### src/rtl/alu_pipe.sv
// Two-stage pipelined ALU with valid/ready on both sides: operand register, then result/flag register.
// Define ALU_PIPE_FLAGS_EN to build carry/overflow flags for ADD/SUB; otherwise they are tied to 0.
module alu_pipe #(
  parameter int NB_DATA = 8,
  parameter int NB_OP   = 6
) (
  input  logic               clk,
  input  logic               reset,
  input  logic               in_valid,
  output logic               in_ready,
  input  logic [NB_DATA-1:0] dato_a,
  input  logic [NB_DATA-1:0] dato_b,
  input  logic [NB_OP-1:0]   opcode,
  output logic               out_valid,
  input  logic               out_ready,
  output logic [NB_DATA-1:0] out,
  output logic               flag_zero,
  output logic               flag_carry,
  output logic               flag_ovf,
  output logic               err
);

  localparam int NB_SH = $clog2(NB_DATA);

  localparam logic [NB_OP-1:0] OP_ADD = 6'b100000;
  localparam logic [NB_OP-1:0] OP_SUB = 6'b100010;
  localparam logic [NB_OP-1:0] OP_AND = 6'b100100;
  localparam logic [NB_OP-1:0] OP_OR  = 6'b100101;
  localparam logic [NB_OP-1:0] OP_XOR = 6'b100110;
  localparam logic [NB_OP-1:0] OP_NOR = 6'b100111;
  localparam logic [NB_OP-1:0] OP_SRA = 6'b000011;
  localparam logic [NB_OP-1:0] OP_SRL = 6'b000010;

  logic [NB_DATA-1:0] s1_a, s1_b;
  logic [NB_OP-1:0]   s1_op;
  logic               s1_valid, s2_valid;
  logic               s1_adv;

  logic [NB_DATA-1:0] out_q;
  logic               zero_q, carry_q, ovf_q, err_q;

  logic [NB_DATA-1:0] res;
  logic               res_carry, res_ovf, res_err;
  logic [NB_SH-1:0]   shamt;

  // Stage 2 can take a new op when it is empty or its result leaves this cycle.
  assign s1_adv   = !s2_valid || out_ready;
  assign in_ready = !s1_valid || s1_adv;
  assign shamt    = s1_b[NB_SH-1:0];

`ifdef ALU_PIPE_FLAGS_EN
  logic [NB_DATA:0] sum_ext, diff_ext;
  assign sum_ext  = {1'b0, s1_a} + {1'b0, s1_b};
  assign diff_ext = {1'b0, s1_a} - {1'b0, s1_b};
`endif

  always_comb begin
    // NOTE: every output of this block gets a default first, so no path can infer a latch.
    res       = '0;
    res_carry = 1'b0;
    res_ovf   = 1'b0;
    res_err   = 1'b0;
    case (s1_op)
`ifdef ALU_PIPE_FLAGS_EN
      OP_ADD: begin
        res       = sum_ext[NB_DATA-1:0];
        res_carry = sum_ext[NB_DATA];
        res_ovf   = (s1_a[NB_DATA-1] == s1_b[NB_DATA-1]) &&
                    (sum_ext[NB_DATA-1] != s1_a[NB_DATA-1]);
      end
      OP_SUB: begin
        res       = diff_ext[NB_DATA-1:0];
        res_carry = diff_ext[NB_DATA];
        res_ovf   = (s1_a[NB_DATA-1] != s1_b[NB_DATA-1]) &&
                    (diff_ext[NB_DATA-1] != s1_a[NB_DATA-1]);
      end
`else
      OP_ADD: res = s1_a + s1_b;
      OP_SUB: res = s1_a - s1_b;
`endif
      OP_AND: res = s1_a & s1_b;
      OP_OR:  res = s1_a | s1_b;
      OP_XOR: res = s1_a ^ s1_b;
      OP_NOR: res = ~(s1_a | s1_b);
      OP_SRA: res = $unsigned($signed(s1_a) >>> shamt);
      OP_SRL: res = s1_a >> shamt;
      default: res_err = 1'b1;
    endcase
  end

  always_ff @(posedge clk) begin
    // NOTE: state registers use non-blocking assignments so every register samples pre-edge values.
    if (reset) begin
      s1_valid <= 1'b0;
      s1_a     <= '0;
      s1_b     <= '0;
      s1_op    <= '0;
      s2_valid <= 1'b0;
      out_q    <= '0;
      zero_q   <= 1'b0;
      carry_q  <= 1'b0;
      ovf_q    <= 1'b0;
      err_q    <= 1'b0;
    end else begin
      if (in_ready) begin
        s1_valid <= in_valid;
        if (in_valid) begin
          s1_a  <= dato_a;
          s1_b  <= dato_b;
          s1_op <= opcode;
        end
      end
      // Result registers only change on a load, so a stalled result stays stable.
      if (s1_adv) begin
        s2_valid <= s1_valid;
        if (s1_valid) begin
          out_q   <= res;
          zero_q  <= (res == '0);
          carry_q <= res_carry;
          ovf_q   <= res_ovf;
          err_q   <= res_err;
        end
      end
    end
  end

  assign out_valid  = s2_valid;
  assign out        = out_q;
  assign flag_zero  = zero_q;
  assign flag_carry = carry_q;
  assign flag_ovf   = ovf_q;
  assign err        = err_q;

endmodule

### config.mk
export PLATFORM = sky130hd
export DESIGN_NAME = alu_pipe
export DESIGN_NICKNAME = d
export VERILOG_FILES = /design/src/rtl/alu_pipe.sv
export SDC_FILE = /design/constraint.sdc
export NUM_CORES = 1
export LEC_CHECK = 0
export BUFFER_PORTS_ARGS = -buffer_cell sky130_fd_sc_hd__buf_2
export CAP_MARGIN = 20
export CELL_PAD_IN_SITES_DETAIL_PLACEMENT = 1
export CELL_PAD_IN_SITES_GLOBAL_PLACEMENT = 1
export CORE_MARGIN = 2
export CORE_UTILIZATION = 30
export DETAILED_ROUTE_END_ITERATION = 7
export GPL_TIMING_DRIVEN = 0
export MAX_ROUTING_LAYER = met4
export PLACE_DENSITY_LB_ADDON = 0.2
export SLEW_MARGIN = 20
export SYNTH_ARGS = -nofsm -noshare
export SYNTH_HDL_FRONTEND = slang
export SYNTH_SLANG_ARGS = --single-unit
### constraint.sdc
create_clock -name clk -period 5.9 [get_ports clk]
set_input_delay 0.885 -clock clk [delete_from_list [all_inputs] [get_ports clk]]
set_output_delay 0.885 -clock clk [all_outputs]
set_load 0.02 [all_outputs]
Yosys cells after proc, flatten, opt, wreduce, memory -nomap -nowiden. Cells that the tools add are included.

Add/subtract/negate cells: 2. Eq/ne operators: 8. Shift operators: 2. Mux-type cells: 2. Bitwise logic cells: 4. Reductions and logical operators: 8.

Operator list (count): $pmux W8 S8 (1); $eq A6 B6 Y1 const B (6); $eq A6 B2 Y1 const B (2); $add A8 B8 Y8 (1); $and A8 B8 Y8 (1); $logic_not A8 Y1 (1); $not A8 Y8 (1); $or A8 B8 Y8 (1); $reduce_or A8 Y1 (1); $shr A8 B3 Y8 (1); $sshr A8 B3 Y8 (1); $sub A8 B8 Y8 (1); $xor A8 B8 Y8 (1); $reduce_and A2 Y1 (2); $logic_not A1 Y1 (2); $logic_or A1 B1 Y1 (2); $mux W1 (1).

Flip-flop bits (word level): 34. Input port bits: 26. Output and inout bits: 14. Word-level logic and storage cells: 34.

Logic depth before layout (Yosys ltp).
Depth in word-level cells: 4. Depth in mapped cells: 13. Depth with buffers taken out: 11.

Worst setup path before layout. No wires, ideal clock.

Path type: reg2reg. Start: register s1_op[4]. End: register zero_q, in the netlist flag_zero. Library setup time: 0.092 ns. Arrival time: 3.013 ns. Required time: 5.808 ns. Path slack: 2.795 ns. Stages on the path, launching flop included: 12. Path buffers: 0. Clock period less this slack: 3.105 ns. Cell sequence: dfxtp_1 or4b_4 nor2_1 nor2_1 xnor2_1 ha_1 nor2b_1 o21ai_0 or3b_2 a311oi_1 nand4_1 o32ai_1.

Cells in the longest elaborated chain, start to end: 3. Elaborated cells between the ends (all ways): 10.

Ends and longest elaborated chain: start, declared (RTL line 35) `logic [NB_OP-1:0] s1_op;`; start signal, assigned (RTL line 110) `s1_op <= opcode;`; $eq A6 B2 Y1 / $eq A6 B6 Y1 (equally long branches) (RTL line 63) `case (s1_op)`; $pmux W8 S8 (*) (RTL line 63); $logic_not A8 Y1 (*) (RTL line 118) `zero_q <= (res == '0);`; end signal, assigned (RTL line 118); end, declared (RTL line 40) `logic zero_q, carry_q, ovf_q, err_q;`.

Every way passes the cells marked *; elsewhere a longest branch is shown, timed or not. A chain may end at the register's enable or synchronous reset.

Final worst setup path. Ends and elaborated chain as after synthesis.

==> run_results.csv <==
group,metric,value,unit
outcome,status,"finished, final reports clean",
placement,io_buffer_count,36,
power,switching_share,34.6,%
finish,utilization,36.2,%
drt,vias_per_cell,5.23,
critical_path,path_common_cell,"nor2_1",
drt,drc_errors,0,
power,intPower,0.417,mW
critical_path,critPathTopFamily,"simple AND/OR/NAND/NOR gates",
floorplan,dieArea,9410,um^2
power,total_power,0.638,mW
timing,rsz0062_at_grt,"no",
timing,final.setup_skew,0.0132,ns
drt,via_count,2490,
clock_tree,cts_max_path_buffers,2,
power,leakage,1.23,nW
timing,worst_slew_pin_slew,0.653,ns
drt,ant_nets,0,
timing,slew_headroom,56.1,%
floorplan,core.rowCount,33,
clock_tree,numCtsBuffers,5,
critical_path,worst_path_max_delay_cell,"or4b_4",
grt,grt_pass1_wl,13.0,mm
clock_tree,clock_sinks,34,
critical_path,crit_fanout,6,
finish,n_antenna_cell,0,
grt,antenna_found_initial,0,
drt,postRouteWirelength,8.00,mm
power,clockPowerShare,29.7,%
timing,period_share,59.9,%
critical_path,cp_cell_sequence,"or4b_4, nor2_1, nor2_1, xnor2_1, ha_1, nor2b_1, o21ai_0, or3b_2, a311oi_1, nand4_1, o32ai_1",
critical_path,worstPathArrival,3.73,ns
timing,fin_setup_tns,0,ns
logic_synthesis,ys_warn_count,0,
critical_path,ff2ff_path_depth,11,
drt,drt_iter0_drc,135,
clock_tree,clk_pin_slew,0.08,ns
power,p_comb_share,29.5,%
hold_path,hold_path_depth,2,
critical_path,startpoint_type,"flip-flop",
power,seq_power_share,40.8,%
logic_synthesis,synthArstFlopShare,0,%
clock_tree,htreeDepth,2,
clock_tree,cts_tree,"yes",
placement,globalplace.congestion,0.892,
clock_tree,clock_latency,0.30,ns
timing,max_freq,283,MHz
finish,drive_gt1_share,18.1,%
floorplan,die_width,97.0,um
logic_synthesis,synthFlopType,"dfxtp_1",
clock_tree,cts_setup_buffers,0,
drt,avgRoutedWirePerCell,16.8,um
placement,dpl.hpwl,6.37,mm
critical_path,critical_path_class,"reg -> reg",
critical_path,end_kind,"flip-flop",
logic_synthesis,ys_seq_area_share,26.2,%
finish,syn_to_final_growth,15.8,%
finish,final_cell_mix,"nand2_1, buf_2, dfxtp_1",
grt,grt_use_total,17.7,%
hold_path,hold_class,"reg -> reg",
grt,grtUsageMet2,28.9,%
finish,final_common_cell,"nand2_1",
power,peakVddDrop,0.0830,mV
logic_synthesis,netlist_instances,326,
critical_path,max_stage_delay,0.57,ns
critical_path,path_buf_inv,0,
grt,grt_pass1_vias,2532,
critical_path,cp.depth,11,
clock_tree,cts-root-buf,"clkbuf_8",
logic_synthesis,syn_area_per_cell,7.96,um^2
floorplan,start_util,31.3,%
timing,setup_viol,0,
logic_synthesis,synth_edf_count,0,
floorplan,die_y,97.0,um
timing,maxSlewViolCount,0,
flow_run,cap_violations,0,
logic_synthesis,netlist_area,2590,um^2
grt,overflow,0,
floorplan,core-area,8300,um^2
finish,num-nets-final,421,
grt,grtUsageMet3,3.97,%
timing,hold_viol,0,
drt,drtPass1Iterations,4,
clock_tree,cts_resized,0,
floorplan,io_pins,40,
logic_synthesis,ys_seq_elements,34,
timing,finalCriticalPeriod,3.54,ns
logic_synthesis,synth_cell_types,53,
grt,met1_usage,22.8,%
critical_path,worst_ep_required_time,6.10,ns
grt,grt_start_max_net_pins,12,
power,cellPowerDensity,212,nW/um^2
clock_tree,hold_buffers,0,
grt,grt-busiest-layer,"met2",
power,p_switching,0.221,mW
[stage by stage]
stage	setup slack, ns	cell area [um^2]	std cells	hold WS (ns)
detailed placement	2.40	2910	468	0.469
global route	2.10	3000	476	0.520
CTS	2.35	3000	476	0.486
global placement	2.38	2910	468	0.458
floorplan	2.79	2600	327	0.458
finish	2.36	3000	476	0.486
[synthesized netlist by cell type, types with 2 or more instances]
cell type | instances | share of area [%]
inv_1 | 17 | 2.5
and3_1 | 2 | 0.48
xor2_1 | 4 | 1.4
o21ai_0 | 5 | 0.96
mux2_2 | 4 | 1.7
o211ai_1 | 2 | 0.58
xnor2_1 | 14 | 4.7
nor2_1 | 23 | 3.3
nand2b_1 | 2 | 0.48
dfxtp_1 | 34 | 26
nand2_1 | 53 | 7.7
a211oi_1 | 13 | 3.8
a31oi_1 | 2 | 0.48
nor4_1 | 2 | 0.48
buf_4 | 3 | 0.87
o21a_1 | 2 | 0.58
nor3_1 | 9 | 1.7
o211a_1 | 2 | 0.77
ha_1 | 24 | 12
o22a_1 | 2 | 0.68
nand3b_1 | 2 | 0.58
clkbuf_1 | 12 | 1.7
mux2i_1 | 6 | 2.3
o22ai_1 | 3 | 0.72
a21oi_1 | 33 | 6.4
o2111ai_1 | 2 | 0.68
nand4_1 | 3 | 0.72
nor2b_1 | 9 | 2.2
mux4_2 | 5 | 4.3
buf_2 | 6 | 1.2
nand3_1 | 4 | 0.77
[logic make-up after synthesis]
family,share of synthesized area [%]
AOI/OAI and AO/OA,19.6
xor gates and xnor gates,6.08
adders and majority gates,12.3
buffers and inverters,6.51
DFF,26.2
muxes,8.39
other,0.145
and+or+nand+nor,20.7
[sequential cells by signal, summed over array words and instances, names as in the netlist]
register and count:
flag_zero 1, out 8, s1_a 8, err 1, s1_valid 1, s1_op 6
out_valid 1, s1_b 8
[power by group through the flow]
| stage | sequential, mW | clock (mW) | combinational (mW) |
|---|---|---|---|
| finish | 0.260 | 0.189 | 0.188 |
| global route | 0.262 | 0.205 | 0.209 |
| CTS | 0.260 | 0.195 | 0.190 |
| detailed placement | 0.266 | 0 | 0.189 |
| global placement | 0.265 | 0 | 0.184 |
| floorplan | 0.266 | 0 | 0.132 |
[area by class of cell]
| cell class | instances | area, um^2 |
|---|---|---|
| multi-input combinational | 253 | 1750 |
| buffer | 22 | 101 |
| tap | 105 | 131 |
| sequential | 34 | 681 |
| fill | 1048 | 5300 |
| clock buffer | 6 | 82.6 |
| clock inverter | 2 | 12.5 |
| timing repair buffer | 36 | 180 |
| inverter | 18 | 67.6 |
[worst register-to-register path: stages, from the launching register on]
cell and delay, ns:
dfxtp_1 0.34, or4b_4 0.57, nor2_1 0.39, nor2_1 0.10, xnor2_1 0.14, ha_1 0.33
nor2b_1 0.16, o21ai_0 0.12, or3b_2 0.45, a311oi_1 0.39, nand4_1 0.16, o32ai_1 0.28
[layer usage]
| layer | wire length (um) | share of wire (%) | vias up |
|---|---|---|---|
| met5 | 0 | 0 | - |
| met4 | 95 | 1.2 | 0 |
| met3 | 460 | 5.7 | 10 |
| met2 | 3650 | 46 | 74 |
| met1 | 3800 | 47 | 1175 |
| li1 | - | - | 1231 |
[final timing paths]
path                            startpoint        end  slack, ns
worst min-delay path             flag_zero  flag_zero       0.49
worst max register to register    s1_op[4]  flag_zero       2.36
worst max-delay path              s1_op[4]  flag_zero       2.36
worst min register to register   flag_zero  flag_zero       0.49
Note: power is estimated with default switching activity, not from simulation.
